<file path="src/rtl/execute_retire_pkg.sv">
// -----------------------------------------------------------------------------
// execute_retire_pkg
// Shared instruction-level definitions used by the execute/retire stage:
//   - architectural flag bit positions inside the packed flag register
//   - bit positions of the flag-update enable vector {upd_zn, upd_c}
//   - occupancy encoding of the 2-entry writeback skid buffer
// -----------------------------------------------------------------------------
package execute_retire_pkg;

    // Architectural flag register layout
    localparam int FLAG_C = 0;
    localparam int FLAG_Z = 1;
    localparam int FLAG_N = 2;
    localparam int FLAG_W = 3;

    // Flag-update enable vector layout
    localparam int UPD_C  = 0;
    localparam int UPD_ZN = 1;
    localparam int UPD_W  = 2;

    typedef logic [FLAG_W-1:0] flags_t;
    typedef logic [UPD_W-1:0]  flag_upd_t;

    // Skid buffer occupancy
    typedef enum logic [1:0] {
        OCC_EMPTY = 2'd0,
        OCC_ONE   = 2'd1,
        OCC_TWO   = 2'd2
    } occ_e;

endpackage

</file>
<file path="src/rtl/execute_retire_skid.sv">
// -----------------------------------------------------------------------------
// execute_retire_skid
// Generic 2-entry valid/ready skid buffer. Main register M drives the output,
// skid register S absorbs the one extra beat that may arrive while the
// consumer stalls. in_ready is a flop derived from next occupancy only, so
// there is no combinational path from out_ready to in_ready.
//
// Ports:
//   clk, rst      clock, asynchronous active-high reset
//   flush         drop all buffered entries on the next edge
//   in_valid      push request (already qualified by the caller)
//   in_ready      buffer can accept (registered)
//   in_payload    pushed payload
//   out_valid     M holds a valid entry
//   out_ready     consumer takes M this cycle
//   out_payload   contents of M (held stable while stalled)
// -----------------------------------------------------------------------------
module execute_retire_skid
    import execute_retire_pkg::*;
#(
    parameter int W = 37
) (
    input  logic         clk,
    input  logic         rst,
    input  logic         flush,
    input  logic         in_valid,
    output logic         in_ready,
    input  logic [W-1:0] in_payload,
    output logic         out_valid,
    input  logic         out_ready,
    output logic [W-1:0] out_payload
);

    occ_e         occ_p1;
    occ_e         occ_nxt;
    logic         rdy_p1;
    logic [W-1:0] m_p1;
    logic [W-1:0] s_p1;

    logic push;
    logic pop;
    logic m_load_new;
    logic m_load_skid;
    logic s_load;

    assign push        = in_valid & rdy_p1;
    assign pop         = out_valid & out_ready;
    assign in_ready    = rdy_p1;
    assign out_valid   = (occ_p1 != OCC_EMPTY);
    assign out_payload = m_p1;

    // Occupancy / in_ready register
    always_ff @(posedge clk or posedge rst) begin
        if (rst) begin
            occ_p1 <= OCC_EMPTY;
            rdy_p1 <= 1'b1;
        end else begin
            occ_p1 <= occ_nxt;
            rdy_p1 <= (occ_nxt != OCC_TWO);
        end
    end

    always_comb begin
        occ_nxt     = occ_p1;
        m_load_new  = 1'b0;
        m_load_skid = 1'b0;
        s_load      = 1'b0;
        case (occ_p1)
            OCC_EMPTY: begin
                if (push) begin
                    occ_nxt    = OCC_ONE;
                    m_load_new = 1'b1;
                end
            end
            OCC_ONE: begin
                if (push && pop) begin
                    m_load_new = 1'b1;      // pass-through, occupancy unchanged
                end else if (push) begin
                    occ_nxt = OCC_TWO;
                    s_load  = 1'b1;
                end else if (pop) begin
                    occ_nxt = OCC_EMPTY;
                end
            end
            OCC_TWO: begin
                // rdy_p1 is low here, so push cannot occur
                if (pop) begin
                    occ_nxt     = OCC_ONE;
                    m_load_skid = 1'b1;
                end
            end
            default: occ_nxt = OCC_EMPTY;
        endcase
        // Flush wins over everything; stale data may remain in M/S but is invalid
        if (flush) begin
            occ_nxt     = OCC_EMPTY;
            m_load_new  = 1'b0;
            m_load_skid = 1'b0;
            s_load      = 1'b0;
        end
    end

    // Payload registers
    always_ff @(posedge clk or posedge rst) begin
        if (rst) begin
            m_p1 <= '0;
            s_p1 <= '0;
        end else begin
            if (m_load_new) begin
                m_p1 <= in_payload;
            end else if (m_load_skid) begin
                m_p1 <= s_p1;
            end
            if (s_load) begin
                s_p1 <= in_payload;
            end
        end
    end

endmodule

</file>
<file path="src/rtl/execute_retire.sv">
// -----------------------------------------------------------------------------
// execute_retire
// Stage after the adder/ALU execute units. Owns the architectural C/Z/N flag
// register (C is fed back to the adder carry input) and buffers results for
// register-file writeback through a 2-entry skid buffer.
//
// Ports:
//   clk, rst                     clock, asynchronous active-high reset
//   in_valid/in_ready            execute result handshake (in_ready registered)
//   in_data, in_carry            result and adder carry out
//   in_rd, in_we                 destination register and write enable
//   in_upd_c, in_upd_zn          flag update enables
//   flush                        discard buffered, not-yet-retired entries
//   wb_valid/wb_ready            writeback handshake
//   wb_rd, wb_data               writeback register and data
//   flag_c, flag_z, flag_n       architectural flags
// -----------------------------------------------------------------------------
module execute_retire
    import execute_retire_pkg::*;
#(
    parameter int LEN_REG      = 32,
    parameter int LEN_REG_ADDR = 5
) (
    input  logic                    clk,
    input  logic                    rst,
    input  logic                    in_valid,
    output logic                    in_ready,
    input  logic [LEN_REG-1:0]      in_data,
    input  logic                    in_carry,
    input  logic [LEN_REG_ADDR-1:0] in_rd,
    input  logic                    in_we,
    input  logic                    in_upd_c,
    input  logic                    in_upd_zn,
    input  logic                    flush,
    output logic                    wb_valid,
    input  logic                    wb_ready,
    output logic [LEN_REG_ADDR-1:0] wb_rd,
    output logic [LEN_REG-1:0]      wb_data,
    output logic                    flag_c,
    output logic                    flag_z,
    output logic                    flag_n
);

    localparam int PAYLOAD_W = LEN_REG_ADDR + LEN_REG;

    logic           accept;
    logic           push_vld;
    flag_upd_t      upd;
    flags_t         flags_p1;
    logic [PAYLOAD_W-1:0] wb_payload;

    function automatic flags_t next_flags(
        input flags_t               cur,
        input logic [LEN_REG-1:0]   data,
        input logic                 carry,
        input flag_upd_t            en
    );
        flags_t f;
        f = cur;
        if (en[UPD_C]) begin
            f[FLAG_C] = carry;
        end
        if (en[UPD_ZN]) begin
            f[FLAG_Z] = (data == '0);
            f[FLAG_N] = data[LEN_REG-1];
        end
        return f;
    endfunction

    assign accept = in_valid & in_ready;
    assign upd    = {in_upd_zn, in_upd_c};
    // CMP-style results (in_we=0) and beats accepted under flush never enqueue
    assign push_vld = in_valid & in_we & ~flush;

    // Flag register: updated on every accepted beat, flush does not matter here
    always_ff @(posedge clk or posedge rst) begin
        if (rst) begin
            flags_p1 <= '0;
        end else if (accept) begin
            flags_p1 <= next_flags(flags_p1, in_data, in_carry, upd);
        end
    end

    assign flag_c = flags_p1[FLAG_C];
    assign flag_z = flags_p1[FLAG_Z];
    assign flag_n = flags_p1[FLAG_N];

    // Writeback buffer
    execute_retire_skid #(
        .W (PAYLOAD_W)
    ) u_skid (
        .clk         (clk),
        .rst         (rst),
        .flush       (flush),
        .in_valid    (push_vld),
        .in_ready    (in_ready),
        .in_payload  ({in_rd, in_data}),
        .out_valid   (wb_valid),
        .out_ready   (wb_ready),
        .out_payload (wb_payload)
    );

    assign {wb_rd, wb_data} = wb_payload;

endmodule

</file>
<file path="config.mk">
export PLATFORM = sky130hd
export DESIGN_NAME = execute_retire
export DESIGN_NICKNAME = d
export VERILOG_FILES = /design/src/rtl/execute_retire_pkg.sv /design/src/rtl/execute_retire_skid.sv /design/src/rtl/execute_retire.sv
export SDC_FILE = /design/constraint.sdc
export NUM_CORES = 1
export LEC_CHECK = 0
export ABC_AREA = 1
export BUFFER_PORTS_ARGS = -buffer_cell sky130_fd_sc_hd__buf_2
export CAP_MARGIN = 20
export CORE_MARGIN = 2
export CORE_UTILIZATION = 50
export DETAILED_ROUTE_END_ITERATION = 12
export HOLD_SLACK_MARGIN = 0.15
export PLACE_DENSITY = 0.75
export SYNTH_ARGS = -nofsm -noshare
export SYNTH_HDL_FRONTEND = slang
export SYNTH_HIERARCHICAL = 1
export SYNTH_SLANG_ARGS = --single-unit
</file>
<file path="constraint.sdc">
create_clock -name clk -period 2.9 [get_ports clk]
set_input_delay 0.435 -clock clk [delete_from_list [all_inputs] [get_ports clk]]
set_output_delay 0.435 -clock clk [all_outputs]
set_load 0.1 [all_outputs]
</file>
==> results by group, run 1 <==
Drt
  – Drt wl/cell: between 10 and 15 um
  – Wl on met1: 4.223 mm
  – Wirelength, routed: 9.201 mm
  – DR iter-0 viols: 256
  – Wire length on met2: 4.280 mm
  – DR WL met3: around 560 um
  – DRC violations left: 0
  – TritonRoute pass-1 iters: 4
  – DR top layer: met4
  – DR vias: 3563
  – Number of routed nets with antenna violations: 0
  – Vias per inst: 5.127

Synth
  – Syn Area/Cell: 7.787 sq um
  – Sequential share of the synthesized area: 0.4995
  – Synth Register Bits: 80
  – Syn. warnings: 6
  – Synth Area in XOR/XNOR: 0
  – Post-synthesis mux area share: 0.005616
  – Yosys cell types: 18
  – Fraction of the mapped netlist area in simple logic gates: 0.3342
  – Largest family of logic cells by synthesized area: simple AND/OR/NAND/NOR gates
  – Syn Inst Count: a little over 500
  – Syn nets: 561
  – Adder-cell share of the synthesized area: 0
  – Post-Syn Area: 0.004010 sq mm
  – Post-synthesis compound-gate area fraction: 0.05117

Pwr
  – VDD IR-drop max: 0.0004066 V
  – Switching Share: 0.4577
  – Switching power: ~1800 uW
  – Clock share of power: 0.253
  – Comb pwr share: 0.388
  – PwrDens: 854.6 mW/mm^2
  – Flop pwr share: 0.359
  – Internal power: 2168 uW
  – P_leak: 0.002599 uW

Timing
  – Hold WS: 0.3168 ns
  – Worst clock skew: 0.01012 ns
  – Final Max Slew Viols: 0
  – RSZ-0062 raised after global routing: no
  – Tcrit/Tclk final: 0.7083
  – Worst-margin pin slew: slightly above 0.9 ns
  – Slew headroom: 0.3842
  – Endpoints failing hold: 0
  – Tmin final: 2.054 ns
  – FMAX: 0.4868 GHz
  – Final setup viols: 0
  – Setup TNS: 0 ns

Clocking
  – Hold buffer count at CTS: 1
  – Post-CTS setup buffer count: 0
  – H-tree depth: 3
  – Clk sinks: 80
  – Clock-pin slew on the worst setup and hold paths: roughly 0.080 ns
  – Maximum root-to-sink buffer count: 2
  – Clk root buf: clkbuf_8
  – CTS tree: yes
  – Clk Latency, worst-skew pair: 0.35 ns
  – Num CTS Buffers: 9
  – CTS resizes: 0

GRT
  – Pin count of the biggest net entering global routing: 75
  – Total Routing Usage GR: 0.2232
  – Initial antenna violation count: 1
  – First-pass GRT wire length: 15.66 mm
  – Vias in the first global route: 3411
  – Grt ovf: 0

Worst setup path
  – Worst setup path category: register to register
  – CP dominant cell by count: buf_4
  – FF-to-FF End: u_skid/s_p1[7]
  – Worst stage delay on the critical path: 0.59 ns
  – CP arrival: 2.25 ns
  – Worst Path Required: a little over 3 ns
  – Launching point of the worst reg2reg path: u_skid/in_ready
  – Reg-to-reg slack, setup: 0.85 ns
  – Sequence of cells on the critical path: nand3_2 -> nor2_4 -> buf_4 -> nand2_2 -> buf_4 -> nand2_1 -> o21ai_0
  – Critical path buffer and inverter count: 2
  – CP top delay family: buffers and inverters
  – CP startpoint kind: register
  – Crit Path Max Fanout: 74
  – Worst R2R Path Depth: 7
  – Crit. End Element: register
  – Slowest CP cell: dfstp_2

Die
  – Core box area: 0.007767 sq mm
  – Initial core utilization: 0.5163
  – Die Y: 93.56 um
  – Row cnt: 32
  – Die X: 93.56 um
  – I/O pins: 88
  – Die ar.: 0.008753 sq mm

Outcome
  – Status: complete, no violations

Placement
  – Port Buffers: 87
  – Placed instance area: 0.004414 sq mm
  – Placer Congestion: 0.7780
  – Inst Count DP: 678
  – Post-DP HPWL: 5.934 mm

Cells and area
  – Multi-input logic area: 0.001585 sq mm
  – Area Growth Syn to Fin: 16.66%
  – Most common cell after layout, fill and taps aside: nand2_1
  – Cell Count, Final, Fillers Out: 695
  – N_diodes: 0
  – Nets: 634
  – Util after Layout: 0.6023
  – Layout cells sized above 1: 0.2091
  – Most frequent cells in the layout: nand2_1 (165), nand3_1 (114), buf_2 (87)
  – Final instance area: 0.004678 sq mm
  – # fillers: 724
  – Register area: 0.002003 sq mm

Worst hold path
  – Worst hold path class: primary input to register
  – Hold Path End: flags_p1[0]
  – Hold wc startpoint: in_carry
  – Min-Delay Path Depth: 2

Flow run
  – Max Cap Viol: 0
through the flow:
step	total power, uW	setup slack (ns)
floorplan	2741	0.5000
global placement	2994	0.7784
detailed placement	3013	0.6895
CTS	4029	0.8470
global route	4173	0.7061
finish	3998	0.8460
how the worst max path moves through the flow:
stage / from / end / cells past startpoint
detailed placement: flush / u_skid/s_p1[10] / 9
CTS: u_skid/in_ready / u_skid/s_p1[7] / 7
floorplan: rst / u_skid/occ_p1[0] / 1
global placement: flush / u_skid/s_p1[8] / 9
global route: u_skid/in_ready / u_skid/s_p1[8] / 6
finish: u_skid/in_ready / u_skid/s_p1[7] / 7
metal layers:
layer | GRT usage | up-vias
li1 | - | 1789
met1 | 0.3091 | 1646
met2 | 0.3489 | 115
met3 | 0.04432 | 13
met4 | 0.08333 | 0
met5 | 0 | -
kinds of logic after synthesis:
logic type,count (synthesis)
simple gates,313
mux,2
flops,80
buf+inv,80
compound gates,40
final cells by class:
type	count	area share
Sequential cell	80	0.4282
Timing Repair Buffer	97	0.1150
Multi-Input combinational cell	355	0.3389
Clock buffer	10	0.02942
Tap cell	102	0.02728
Inverter	45	0.03637
Clock inverter	6	0.02487
synthesized netlist by cell type:
library cell	instances	area [sq um]
nand2_1	167	626.9
nand3_1	114	570.6
dfrtp_1	79	1977
inv_1	44	165.2
o21ai_1	31	155.2
nor2_1	26	97.59
buf_2	15	75.07
buf_6	12	135.1
buf_4	8	60.06
o21ai_0	7	35.03
mux2_2	2	22.52
nand3_2	2	20.02
nand4_1	2	12.51
nor2_2	2	12.51
a22oi_1	1	7.510
dfstp_2	1	26.28
inv_2	1	3.750
o21bai_1	1	7.510
worst reg2reg max path: stages, from the launching register on:
cell and delay (ns):
dfstp_2 0.59, nand3_2 0.12, nor2_4 0.11, buf_4 0.39, nand2_2 0.08, buf_4 0.33
nand2_1 0.19, o21ai_0 0.11
state kept, by name, summed over array words and instances, names as in the netlist:
register	cells
u_skid/in_ready	1
u_skid/occ_p1	2
u_skid/s_p1	37
flags_p1	3
u_skid/out_payload	37
power by group through the flow:
stage	Sequential (uW)	Clock, uW	Combinational, uW
6_report	1440	1010	1550
5_1_grt	1460	1080	1630
4_1_cts	1440	1030	1560
3_5_place_dp	1460	0	1550
3_3_place_gp	1450	0	1540
2_1_floorplan	2460	0	285
No activity file was read; power rests on OpenSTA's default activity.
==> inputs of run 2 (changes only) <==
--- a/config.mk
+++ b/config.mk
@@ -5,14 +5,14 @@
 export SDC_FILE = /design/constraint.sdc
 export NUM_CORES = 1
 export LEC_CHECK = 0
-export ABC_AREA = 1
+export ABC_AREA = 0
 export BUFFER_PORTS_ARGS = -buffer_cell sky130_fd_sc_hd__buf_2
 export CAP_MARGIN = 20
 export CORE_MARGIN = 2
 export CORE_UTILIZATION = 50
 export DETAILED_ROUTE_END_ITERATION = 12
 export HOLD_SLACK_MARGIN = 0.15
-export PLACE_DENSITY = 0.75
+export PLACE_DENSITY = 0.77
 export SYNTH_ARGS = -nofsm -noshare
 export SYNTH_HDL_FRONTEND = slang
 export SYNTH_HIERARCHICAL = 1
==> constraint.sdc (replaced) <==
create_clock -name clk -period 1.9 [get_ports clk]
set_input_delay 0.285 -clock clk [delete_from_list [all_inputs] [get_ports clk]]
set_output_delay 0.285 -clock clk [all_outputs]
set_load 0.1 [all_outputs]
==> run 2 against run 1 <==
Via count shrank 32%. Synthesized cell count shrank 46%. Worst hold slack lost 0.13 ns. Wire length shrank 25%. Clock-buffer cell count is the same. Critical endpoint is now u_skid/out_payload[11]. Largest power group is now registers.
==> results by group, run 2 <==
Timing
  – RSZ-0062 raised after global routing: no
  – Worst clock skew: 0.01098 ns
  – Tmin final: 1.782 ns
  – Slew headroom: 0.6005
  – FMAX: 0.5612 GHz
  – Tcrit/Tclk final: 0.9378
  – Endpoints failing hold: 0
  – Worst-margin pin slew: 0.5993 ns
  – Setup TNS: 0 ns
  – Final setup viols: 0
  – Worst setup margin: 0.1183 ns
  – Final Max Slew Viols: 0

GRT
  – Met2 Use GR: 0.2782
  – Vias in the first global route: 2251
  – M3 GR Usage: 0.03959
  – Initial antenna violation count: 0
  – Total Routing Usage GR: 0.1858
  – Grt ovf: 0
  – Met1 global-route usage: 0.2651
  – Pin count of the biggest net entering global routing: 48
  – Grt peak-use layer: met2
  – First-pass GRT wire length: 10.89 mm

Synth
  – Top-count cell post-synth: dfrtp_1
  – Post-synth EDFFs: 0
  – Syn. warnings: 6
  – Post-synth ARST share: 1.000
  – Synth Flop Type: dfrtp_1
  – Syn nets: 324
  – Synth Register Bits: 80
  – Synth cell count leaders: dfrtp_1 (79), mux2_2 (39), mux2i_1 (39), nor2_1 (39), a21oi_1 (38)
  – Post-Syn Area: 0.003505 sq mm
  – Post-synth top area share: 0.5641
  – Yosys top cell by area: dfrtp_1
  – Syn Inst Count: 278
  – Yosys cell types: 26
  – Synth area leaders: dfrtp_1 (56%), mux2_2 (13%), mux2i_1 (11%)
  – Syn Area/Cell: 12.61 sq um
  – Sequential share of the synthesized area: 0.5716

Worst setup path
  – Worst R2R Path Depth: 5
  – CP arrival: 1.98 ns
  – Crit Path Max Fanout: 44
  – CP startpoint kind: register
  – Launching point of the worst reg2reg path: u_skid/in_ready
  – Worst Path Required: 2.10 ns
  – Worst setup path category: register to register
  – CP endpoint: u_skid/out_payload[11]
  – Crit. End Element: register
  – FF-to-FF End: u_skid/out_payload[11]
  – Sequence of cells on the critical path: nand2_1 -> or4_4 -> buf_4 -> nor2_1 -> a21oi_1
  – Crit. Startpoint: u_skid/in_ready
  – Worst stage delay on the critical path: 0.64 ns
  – Reg-to-reg slack, setup: approximately 0.12 ns
  – Slowest CP cell: dfstp_4

Pwr
  – PwrDens: 1312 mW/mm^2
  – P_leak: 0.001989 uW
  – Final Power: 5590 uW
  – VDD IR-drop max: 0.0005734 V

Clocking
  – Maximum root-to-sink buffer count: 2
  – Clock-pin slew on the worst setup and hold paths: 0.08 ns
  – CTS resizes: 0
  – Clk Latency, worst-skew pair: 0.34 ns
  – Num CTS Buffers: 9
  – H-tree depth: 3
  – CTS tree: yes
  – Clk root buf: clkbuf_8
  – Clk sinks: 80

Die
  – Initial core utilization: 0.5158
  – I/O pins: 88
  – Core box area: between 0.006 and 0.007 sq mm
  – Die Y: 87.72 um
  – Die ar.: 0.007695 sq mm
  – Row cnt: 30
  – Die X: 87.72 um

Placement
  – Placer Congestion: 0.7832
  – Pre-CTS WS: 0.1325 ns
  – Inst Count DP: 451
  – Post-DP HPWL: around 4.7 mm
  – Port Buffers: 87

Cells and area
  – Most frequent cells in the layout: buf_2 (87), dfrtp_1 (79), mux2_2 (39), nor2_1 (39), mux2i_1 (39)
  – N_diodes: 0
  – Most common cell after layout, fill and taps aside: buf_2
  – Multi-input logic area: 0.001350 sq mm
  – Area Growth Syn to Fin: 21.56%
  – Register area: 0.002007 sq mm
  – Layout cells sized above 1: 0.4194
  – # fillers: 589
  – Nets: 414
  – Cell Count, Final, Fillers Out: between 400 and 500

Drt
  – TritonRoute pass-1 iters: 4
  – Wirelength, routed: 6.891 mm
  – DR vias: 2410
  – DRC violations left: 0
  – Number of routed nets with antenna violations: 0
  – Drt wl/cell: approximately 15 um
  – Vias per inst: 5.150
  – DR iter-0 viols: 104

Worst hold path
  – Worst hold path class: primary input to register

Flow run
  – Max Cap Viol: 0

Outcome
  – Status: complete, no violations
==> run 2: cell types whose count changed after synthesis, sizes merged, moves of 23 or more <==
cell,delta
nand2,-164
nand3,-114
inv,-42
mux2i,+39
a21oi,+38
o21ai,-38
mux2,+37
buf,-23
==> run 2: worst min path at each step <==
stage | start | end | cells past startpoint
3_3_place_gp | rst | flags_p1[1] | 2
2_1_floorplan | rst | flags_p1[0] | 1
6_report | in_rd[1] | u_skid/s_p1[33] | 2
4_1_cts | in_rd[4] | u_skid/s_p1[36] | 2
5_1_grt | in_rd[4] | u_skid/s_p1[36] | 2
3_5_place_dp | rst | flags_p1[2] | 2
==> run 2: cells by family (layout without fill, tap and decap cells) <==
group	Yosys count	after routing	share of synthesized area
AND/OR/NAND/NOR	61	61	0.08961
multiplexers	78	78	0.2367
flip-flops	80	80	0.5716
AO/OA/AOI/OAI	40	40	0.05891
buffers and inverters	19	113	0.04320
==> run 2: report_power, final <==
| part | switching [uW] | internal, uW | total, uW |
|---|---|---|---|
| Sequential | 126 | 1950 | 2070 |
| Clock | 601 | 901 | 1500 |
| Combinational | 1670 | 348 | 2010 |
==> run 2: per-layer routing <==
layer	share of wire	vias up	wire (um)
li1	-	1166	-
met1	0.48	1175	3305
met3	0.042	7	291
met2	0.47	62	3206
met5	0	-	0
met4	0.013	0	87
==> run 2: critical path: cells and delay by family (launching register included) <==
kind            cells  cell delay, ns
buf+inv             1            0.28
compound gates      1            0.06
simple gates        3            0.65
flops               1            0.64
==> run 2: stage by stage <==
| stage | area [sq um] | utilization | hold slack (ns) |
|---|---|---|---|
| CTS | 4260 | 0.6271 | 0.1751 |
| finish | 4260 | 0.6271 | 0.1911 |
| global route | 4260 | 0.6271 | 0.1744 |
| floorplan | 3512 | - | 0.03864 |
| global placement | 3998 | 0.5884 | 0.1845 |
| detailed placement | 3998 | 0.5884 | 0.1844 |
==> run 2: what timing repair did <==
item                                    4_1_cts  5_1_grt
hold buffers                                  2        0
endpoints found under the setup margin        0        0
setup buffers                                 0        0
endpoints found under the hold margin        34        0
==> run 2: final cells by class <==
cell class / instances / area share
clock buffer: 10 / 0.03231
clock inverter: 5 / 0.02467
multi-input combinational: 179 / 0.3169
tap: 96 / 0.02819
inverter: 3 / 0.003524
sequential: 80 / 0.4711
timing repair buffer: 95 / 0.1233
==> inputs of run 3 (changes only) <==
--- a/config.mk
+++ b/config.mk
@@ -13,6 +13,7 @@
 export DETAILED_ROUTE_END_ITERATION = 12
 export HOLD_SLACK_MARGIN = 0.15
 export PLACE_DENSITY = 0.77
+export RECOVER_POWER = 25
 export SYNTH_ARGS = -nofsm -noshare
 export SYNTH_HDL_FRONTEND = slang
 export SYNTH_HIERARCHICAL = 1
==> run 3 against run 2 <==
Largest cell class unchanged. Sequential power is essentially flat. Total power is essentially flat. First-iteration DRC count shrank 11%. Clock skew is essentially flat. Via count shrank 0.33%.
==> results by group, run 3 (same netlist as run 2, synthesis figures left out) <==
Outcome
  – Status: complete, no violations

Clocking
  – Num CTS Buffers: 9
  – Clock-pin slew on the worst setup and hold paths: around 0.080 ns
  – Maximum root-to-sink buffer count: 2
  – CTS tree: yes
  – Clk sinks: 80
  – Clk root buf: clkbuf_8
  – H-tree depth: 3
  – Clk Latency, worst-skew pair: about 0.34 ns

Worst setup path
  – Sequence of cells on the critical path: nand2_1 -> or4_4 -> buf_4 -> nor2_1 -> a21oi_1
  – Worst stage delay on the critical path: 0.64 ns
  – Crit. End Element: register
  – Crit Path Max Fanout: 44
  – Launching point of the worst reg2reg path: u_skid/in_ready
  – CP top delay family: simple AND/OR/NAND/NOR gates
  – Slowest CP cell: dfstp_4
  – Reg-to-reg slack, setup: 0.12 ns
  – CP arrival: 1.99 ns
  – Worst Path Required: around 2.1 ns
  – Worst R2R Path Depth: 5
  – CP startpoint kind: register
  – Critical path buffer and inverter count: 1
  – Worst setup path category: register to register
  – FF-to-FF End: u_skid/out_payload[29]

Placement
  – Inst Count DP: 451
  – Post-DP HPWL: 4.741 mm
  – Placed instance area: roughly 0.004 sq mm
  – Placer Congestion: between 0.7 and 0.8
  – Port Buffers: 87

Die
  – Initial core utilization: 0.5158
  – Row cnt: 30
  – Die ar.: 0.007695 sq mm
  – Core box area: 0.006794 sq mm
  – Die Y: around 88 um
  – Die X: 87.72 um
  – I/O pins: 88

Pwr
  – Switching power: 2390 uW
  – Clock share of power: 0.269
  – P_leak: 0.001985 uW
  – Comb pwr share: 0.360
  – VDD IR-drop max: 0.0005715 V
  – Internal power: approximately 3200 uW
  – Switching Share: 0.4278
  – Flop pwr share: 0.371
  – PwrDens: 1313 mW/mm^2

GRT
  – Pin count of the biggest net entering global routing: 48
  – Vias in the first global route: 2251
  – Initial antenna violation count: 0
  – Grt ovf: 0
  – First-pass GRT wire length: ~11 mm
  – Total Routing Usage GR: 0.1858

Worst hold path
  – Min-Delay Path Depth: 2
  – Hold wc startpoint: in_rd[1]
  – Hold Path End: u_skid/s_p1[33]
  – Worst hold path class: primary input to register

Timing
  – Final Max Slew Viols: 0
  – Slew headroom: 0.3005
  – FMAX: 0.5630 GHz
  – Hold WS: 0.1914 ns
  – Setup TNS: 0 ns
  – Tcrit/Tclk final: 0.9348
  – Worst-margin pin slew: 1.049 ns
  – Worst clock skew: 0.01091 ns
  – Tmin final: 1.776 ns
  – Endpoints failing hold: 0
  – RSZ-0062 raised after global routing: no
  – Final setup viols: 0

Cells and area
  – Layout cells sized above 1: 0.4167
  – Most common cell after layout, fill and taps aside: buf_2
  – # fillers: 592
  – N_diodes: 0
  – Nets: 414
  – Cell Count, Final, Fillers Out: roughly 470
  – Area Growth Syn to Fin: 21.39%
  – Most frequent cells in the layout: buf_2 (87), dfrtp_1 (79), mux2_2 (39), nor2_1 (39), mux2i_1 (39)
  – Final instance area: 0.004254 sq mm

Drt
  – DR vias: between 2000 and 2500
  – DR iter-0 viols: 93
  – DRC violations left: 0
  – Vias per inst: 5.132
  – Drt wl/cell: 14.70 um
  – Wirelength, routed: 6.878 mm
  – TritonRoute pass-1 iters: 4
  – Number of routed nets with antenna violations: 0

Flow run
  – Max Cap Viol: 0
[run 3: cell types whose count changed in the layout (fill, tap and decap cells not counted), sizes merged]
cell,before,now
buf,93,91
clkbuf,10,12
[run 3: worst max path at each step]
stage | end | from | slack, ns | cells after the start
floorplan | u_skid/out_payload[0] | u_skid/in_ready | 0.05 | 6
global placement | u_skid/out_payload[16] | u_skid/in_ready | 0.19 | 5
detailed placement | u_skid/out_payload[11] | u_skid/in_ready | 0.13 | 5
CTS | u_skid/out_payload[11] | u_skid/in_ready | 0.13 | 5
global route | u_skid/out_payload[20] | u_skid/in_ready | 0.04 | 5
finish | u_skid/out_payload[29] | u_skid/in_ready | 0.12 | 5
[run 3: power by group through the flow]
stage          Clock (uW)  Sequential, uW  Combinational (uW)
2_1_floorplan           0            3450                 320
3_5_place_dp            0            2110                2020
3_3_place_gp            0            2100                2000
6_report             1500            2070                2010
5_1_grt              1600            2100                2090
4_1_cts              1530            2080                2020
[run 3: area by class of cell]
type / instances / area (sq um) / share of cell area
sequential: 80 / 2007 / 0.4718
inverter: 3 / 15.01 / 0.003529
timing repair buffer: 95 / 519.2 / 0.1221
clock inverter: 5 / 105.1 / 0.02471
tap: 96 / 120.1 / 0.02824
clock buffer: 10 / 137.6 / 0.03235
multi-input combinational: 179 / 1350 / 0.3174
[run 3: timing repair]
action	CTS	global route
hold buffers	2	0
gates resized for setup	0	0
setup buffers	0	0
endpoints found under the hold margin	34	0
[run 3: per-layer routing]
metal  global-route usage  share of wire
met5                    0              0
met1               0.2651           0.47
met3              0.03959          0.043
met4              0.07552          0.013
met2               0.2782           0.47
[run 3: per-stage QoR]
stage	worst slack, ns	util	total power (uW)
finish	0.1239	0.6262	5586
global route	0.03838	0.6262	5799
CTS	0.1274	0.6271	5631
detailed placement	0.1325	0.5884	4131
global placement	0.1940	0.5884	4101
floorplan	0.04516	-	3767
